**src/rtl/rv32e_inst_encoder.sv**
```systemverilog
// rv32e_inst_encoder
//   Packs RV32E instruction fields into 32-bit instruction words (inverse of
//   the decoder). Bundles that cannot be represented are replaced by a NOP
//   (addi x0,x0,0) and flagged on a sideband bit. A small circular FIFO
//   between the field side and the word side absorbs backpressure.
//
// Ports
//   clk, reset_n          clock, synchronous active-low reset
//   in_valid / in_ready   field-side handshake
//   in_format             0=R 1=I 2=S 3=B 4=U 5=J, 6/7 illegal
//   in_opcode/funct3/funct7, in_rd/rs1/rs2, in_imm   instruction fields
//   out_valid / out_ready word-side handshake
//   out_encoded, out_error  head-of-buffer word and its error flag
//   error_count           saturating count of errored accepts
//   word_count            wrapping count of popped words
module rv32e_inst_encoder #(
    parameter int DEPTH = 2,
    parameter int CNT_W = 16
) (
    input  logic             clk,
    input  logic             reset_n,
    input  logic             in_valid,
    output logic             in_ready,
    input  logic [2:0]       in_format,
    input  logic [6:0]       in_opcode,
    input  logic [2:0]       in_funct3,
    input  logic [6:0]       in_funct7,
    input  logic [4:0]       in_rd,
    input  logic [4:0]       in_rs1,
    input  logic [4:0]       in_rs2,
    input  logic [31:0]      in_imm,
    output logic             out_valid,
    input  logic             out_ready,
    output logic [31:0]      out_encoded,
    output logic             out_error,
    output logic [CNT_W-1:0] error_count,
    output logic [CNT_W-1:0] word_count
);
    localparam int AW = $clog2(DEPTH);

    localparam logic [2:0] FMT_R = 3'd0;
    localparam logic [2:0] FMT_I = 3'd1;
    localparam logic [2:0] FMT_S = 3'd2;
    localparam logic [2:0] FMT_B = 3'd3;
    localparam logic [2:0] FMT_U = 3'd4;
    localparam logic [2:0] FMT_J = 3'd5;

    localparam logic [31:0] NOP_WORD = 32'h0000_0013;

    // ------------------------------------------------------------------
    // Encoder
    // ------------------------------------------------------------------
    // An immediate fits when every bit above the field's sign bit is a copy
    // of it, i.e. the upper slice is all ones or all zeros.
    logic imm_fits_12, imm_fits_13, imm_fits_21;
    assign imm_fits_12 = (&in_imm[31:11]) | ~(|in_imm[31:11]);
    assign imm_fits_13 = (&in_imm[31:12]) | ~(|in_imm[31:12]);
    assign imm_fits_21 = (&in_imm[31:20]) | ~(|in_imm[31:20]);

    logic [31:0] enc_word;
    logic        enc_err;

    always_comb begin
        enc_word = '0;
        enc_err  = 1'b0;
        // RV32E has 16 registers; bit 4 set means x16..x31. Only the
        // register fields a format actually uses are checked.
        unique case (in_format)
            FMT_R: begin
                enc_word = {in_funct7, in_rs2, in_rs1, in_funct3, in_rd, in_opcode};
                enc_err  = in_rd[4] | in_rs1[4] | in_rs2[4];
            end
            FMT_I: begin
                enc_word = {in_imm[11:0], in_rs1, in_funct3, in_rd, in_opcode};
                enc_err  = in_rd[4] | in_rs1[4] | ~imm_fits_12;
            end
            FMT_S: begin
                enc_word = {in_imm[11:5], in_rs2, in_rs1, in_funct3, in_imm[4:0], in_opcode};
                enc_err  = in_rs1[4] | in_rs2[4] | ~imm_fits_12;
            end
            FMT_B: begin
                enc_word = {in_imm[12], in_imm[10:5], in_rs2, in_rs1, in_funct3,
                            in_imm[4:1], in_imm[11], in_opcode};
                enc_err  = in_rs1[4] | in_rs2[4] | ~imm_fits_13 | in_imm[0];
            end
            FMT_U: begin
                enc_word = {in_imm[31:12], in_rd, in_opcode};
                enc_err  = in_rd[4] | (|in_imm[11:0]);
            end
            FMT_J: begin
                enc_word = {in_imm[20], in_imm[10:1], in_imm[11], in_imm[19:12],
                            in_rd, in_opcode};
                enc_err  = in_rd[4] | ~imm_fits_21 | in_imm[0];
            end
            default: enc_err = 1'b1;
        endcase
        if (enc_err) enc_word = NOP_WORD;
    end

    // ------------------------------------------------------------------
    // Output buffer: circular FIFO, pointers carry an extra wrap bit so
    // full and empty are distinguishable with equal indices.
    // ------------------------------------------------------------------
    logic [AW:0]             wr_ptr, rd_ptr;
    logic [DEPTH-1:0][31:0]  buf_word;
    logic [DEPTH-1:0]        buf_err;
    logic                    empty, full, push, pop;

    assign empty = (wr_ptr == rd_ptr);
    assign full  = (wr_ptr[AW] != rd_ptr[AW]) && (wr_ptr[AW-1:0] == rd_ptr[AW-1:0]);

    // in_ready depends on registered pointers only, never on out_ready.
    assign in_ready  = ~full;
    assign out_valid = ~empty;
    assign push      = in_valid & in_ready;
    assign pop       = out_valid & out_ready;

    // Outputs read as zero while empty so the post-reset view is clean.
    assign out_encoded = empty ? 32'h0 : buf_word[rd_ptr[AW-1:0]];
    assign out_error   = empty ? 1'b0  : buf_err[rd_ptr[AW-1:0]];

    always_ff @(posedge clk) begin
        if (!reset_n) begin
            wr_ptr      <= '0;
            rd_ptr      <= '0;
            error_count <= '0;
            word_count  <= '0;
        end else begin
            if (push) wr_ptr <= wr_ptr + 1'b1;
            if (pop) begin
                rd_ptr     <= rd_ptr + 1'b1;
                word_count <= word_count + 1'b1;
            end
            if (push && enc_err && (error_count != {CNT_W{1'b1}}))
                error_count <= error_count + 1'b1;
        end
    end

    // Storage needs no reset: an empty buffer is never read.
    always_ff @(posedge clk) begin
        if (reset_n && push) begin
            buf_word[wr_ptr[AW-1:0]] <= enc_word;
            buf_err[wr_ptr[AW-1:0]]  <= enc_err;
        end
    end

endmodule
```
**config.mk**
```make
export PLATFORM = sky130hd
export DESIGN_NAME = rv32e_inst_encoder
export DESIGN_NICKNAME = d
export VERILOG_FILES = /design/src/rtl/rv32e_inst_encoder.sv
export SDC_FILE = /design/constraint.sdc
export NUM_CORES = 1
export LEC_CHECK = 0
export ABC_CLOCK_PERIOD_IN_PS = 3630
export BUFFER_PORTS_ARGS = -buffer_cell sky130_fd_sc_hd__buf_4
export CAP_MARGIN = 20
export CORE_MARGIN = 4
export CORE_UTILIZATION = 53
export CTS_BUF_LIST = sky130_fd_sc_hd__clkbuf_16
export DETAILED_ROUTE_END_ITERATION = 6
export PLACE_DENSITY = 0.8
export SYNTH_ARGS = -nofsm -noshare
export SYNTH_HDL_FRONTEND = slang
export SYNTH_SLANG_ARGS = --single-unit
```
**constraint.sdc**
```tcl
create_clock -name clk -period 3.63 [get_ports clk]
set_input_delay 0.1815 -clock clk [delete_from_list [all_inputs] [get_ports clk]]
set_output_delay 0.1815 -clock clk [all_outputs]
set_load 0.005 [all_outputs]
```
==> results.md <==
* Die H at around 110 um
* Total power at around 3.5 mW
* # IOs at between 100 and 150
* Vias per cell at around 5.7
* Placer Congestion at around 0.95
* CTS tree: yes
* Synth async-reset ratio at 0%
* CP endpoint kind: flop
* # setup viols final at 0
* Post-CTS setup buffers at 0
* Total gr overflow at 0
* Critical path, cell by cell: xnor2_1 > nand2b_1 > and2_1 > nand2_1 > nor2_4
* Clock Power Share at between 20% and 30%
* Crit start category: flop
* Cell with the most instances after synthesis: nor2_1
* Req. time, crit path at roughly 3600 ps
* Yosys reg bits at roughly 100
* Initial detailed-routing violation count at about 230
* Post-Place Cell Area at approximately 6200 um^2
* Synthesized Nets at approximately 560
* Hold_buf cts at 0
* Crit-path slowest cell: nor2_4
* Max incr delay on CP at 780 ps
* Per-cell routed wire length at ~16 um
* Initial core utilization at a little under three fifths
* Deepest clock path buffer count at 2
* PortBufs at roughly 140
* Yosys cell types at 52
* Worst-Skew Late Latency at 340 ps
* PostCTS Resize Cnt at 0
* WL final at about 12000 um
* Hold endpoint: buf_word[0]
* Comb power frac at about a third
* Reg power frac at about two fifths
* Largest area contributor in the netlist: edfxtp_1
* Status: finished clean
* Tmin final at 2544 ps
* Power Dens Cells at about 540 nW/um^2
* Syn_area_per_cell at roughly 11 um^2
* Post-route DRC at 0
* Most frequent cells after synthesis: nor2_1, edfxtp_1, mux2i_1, dfxtp_1, a22oi_1
* First-pass GRT wire length at 20170 um
* R2R setup slack at 1090 ps
* Reg-to-Reg Start: rd_ptr[1]
* Main flop type after synthesis: edfxtp_1
* Worst hold path type: in2reg
* Peak supply drop at 0.2624 mV
* Critical Path AT at approximately 2500 ps
* Nets@finish at 680
* Hold Crit Start: in_opcode[0]
* Fin util at a little over two thirds
* Ant. Diodes at 0
* DP Wirelength at around 8700 um
* CP max FO at 33
* Cells after synthesis at 485
* EDFF count, synth at 66
* Die W at ~110 um
* Hold Violations, Final at 0
* Vias after detailed routing at ~4.2k
* Root Buffer: clkbuf_16
* Seq/Total Area, Yosys at 51.97%
* Final number of max-transition violations at 0
* RSZ-0062 raised after global routing: false
* Worst-margin pin slew at 997.2 ps
* Worst Reg2Reg Path Length in Cells at 5
* Period utilization at ~70%
* Yosys Warn Count at 0
* Finished Cell Area at around 6500 um^2
* Antenna viol nets, final at 0
* Syn-to-layout area delta at 25.87%
* CTS Sinks at a little over 100
* Maxcap violations at 0
* Total negative setup slack at 0 ps
* Int Pwr at roughly 2.4 mW
* Sw Share at a little under a third
* Crit path from: rd_ptr[1]
* Clock skew at around 7.1 ps
* Post-Synthesis Cell Area at 5200 um^2
* Hold depth at 2
* Vias in the first global route at about 4.3k
* Initial antenna violation count at 0
* Hold Slack at around 140 ps
* Largest net degree at the start of global routing at 36
* Critical path class: reg2reg
* Leading post-synthesis cells by cell area: edfxtp_1, dfxtp_1, mux2i_1
* CTS Buf Count at 9
* Maximum clock frequency at about 390 MHz
* Top cell type's share of synthesized area at between 30% and 40%
* Share of post-route cells with drive strength above 1 at a little under a third
* Row cnt at 35
* Slew margin rel. at between 30% and 40%
* Htree depth at 3
* Sw power at 1.092 mW
* Worst R2R End: buf_word[4]
* Leak pwr at between 2 and 2.5 nW
* DIE AREA at about 11000 um^2
* GRT Resource Usage Total at between 20% and 30%
* Drt first pass iters at 7
* Reg clk slew, reported paths at 70 ps
* Core box area at between 9000 and 10000 um^2
==> registers in the layout, indices dropped and copies added (netlist names) <==
name and count:
buf_err 2, buf_word 64, error_count 16, rd_ptr 2, word_count 16, wr_ptr 2
==> metrics by stage <==
step,worst slack (ps),std cells
CTS,1058,741
global placement,1155,725
finish,1086,741
detailed placement,1060,725
floorplan,722.4,485
global route,872.6,741
==> cells in the final DEF (no fill, tap or decap), types with 5 or more instances in the layout <==
master,count
and3_1,8
clkbuf_16,9
nand3_1,11
xnor2_1,6
a21oi_1,21
edfxtp_1,66
o22a_1,6
mux2i_1,37
and2_1,6
buf_4,139
xor2_1,11
nor4_1,7
a22oi_1,30
nand2_1,28
or4_1,7
o31ai_1,5
nand2b_1,11
nand4_1,12
nor2_1,69
inv_1,7
o21ai_0,11
dfxtp_1,35
or3_1,7
nor2_4,20
==> routing by layer <==
layer,up-vias,part of all wire [%],global-route usage (%)
met1,1982,43,28.07
met4,0,1.5,5.479
li1,2047,-,-
met2,162,48,36.91
met3,18,6.9,4.636
met5,-,0,0
==> power groups by stage <==
stage	Clock [mW]	Combinational (mW)	Sequential, mW
after floorplan	0	0.677	1.38
after global placement	0	1.20	1.39
after detailed placement	0	1.21	1.40
after CTS	0.965	1.22	1.37
after global routing	1.01	1.31	1.38
final	0.950	1.20	1.37
==> final cells by class <==
| cell class | count | area, um^2 |
|---|---|---|
| fill | 725 | 2870 |
| sequential | 102 | 2704 |
| multi-input combinational | 346 | 2298 |
| timing repair buffer | 139 | 1044 |
| clock buffer | 9 | 225.2 |
| tap | 129 | 161.4 |
| clock inverter | 7 | 73.82 |
| inverter | 9 | 38.79 |
==> worst max-delay path, delay by kind of cell (launching register included) <==
kind / cells / cell delay (ps)
and+or+nand+nor: 4 / 1540
xor gates and xnor gates: 1 / 270
DFF: 1 / 340
==> how the worst max path moves through the flow <==
stage / to / slack [ps] / cells after the start
6_report: buf_word[4] / 1090 / 5
3_3_place_gp: buf_word[28] / 1160 / 5
5_1_grt: buf_word[23] / 870 / 5
3_5_place_dp: buf_word[30] / 1060 / 5
2_1_floorplan: buf_err[0] / 720 / 6
4_1_cts: buf_word[4] / 1060 / 5
==> logic make-up (layout without fill, tap and decap cells) <==
family | Yosys count | after routing | share of synthesized area, %
simple gates | 195 | 195 | 20.77
flops | 102 | 102 | 51.97
compound gates | 94 | 94 | 12.58
mux | 38 | 38 | 7.339
buf+inv | 37 | 164 | 3.994
xor+xnor | 17 | 17 | 2.863
fa+ha+maj | 2 | 2 | 0.4812
Power figures use the tool's default switching activity.
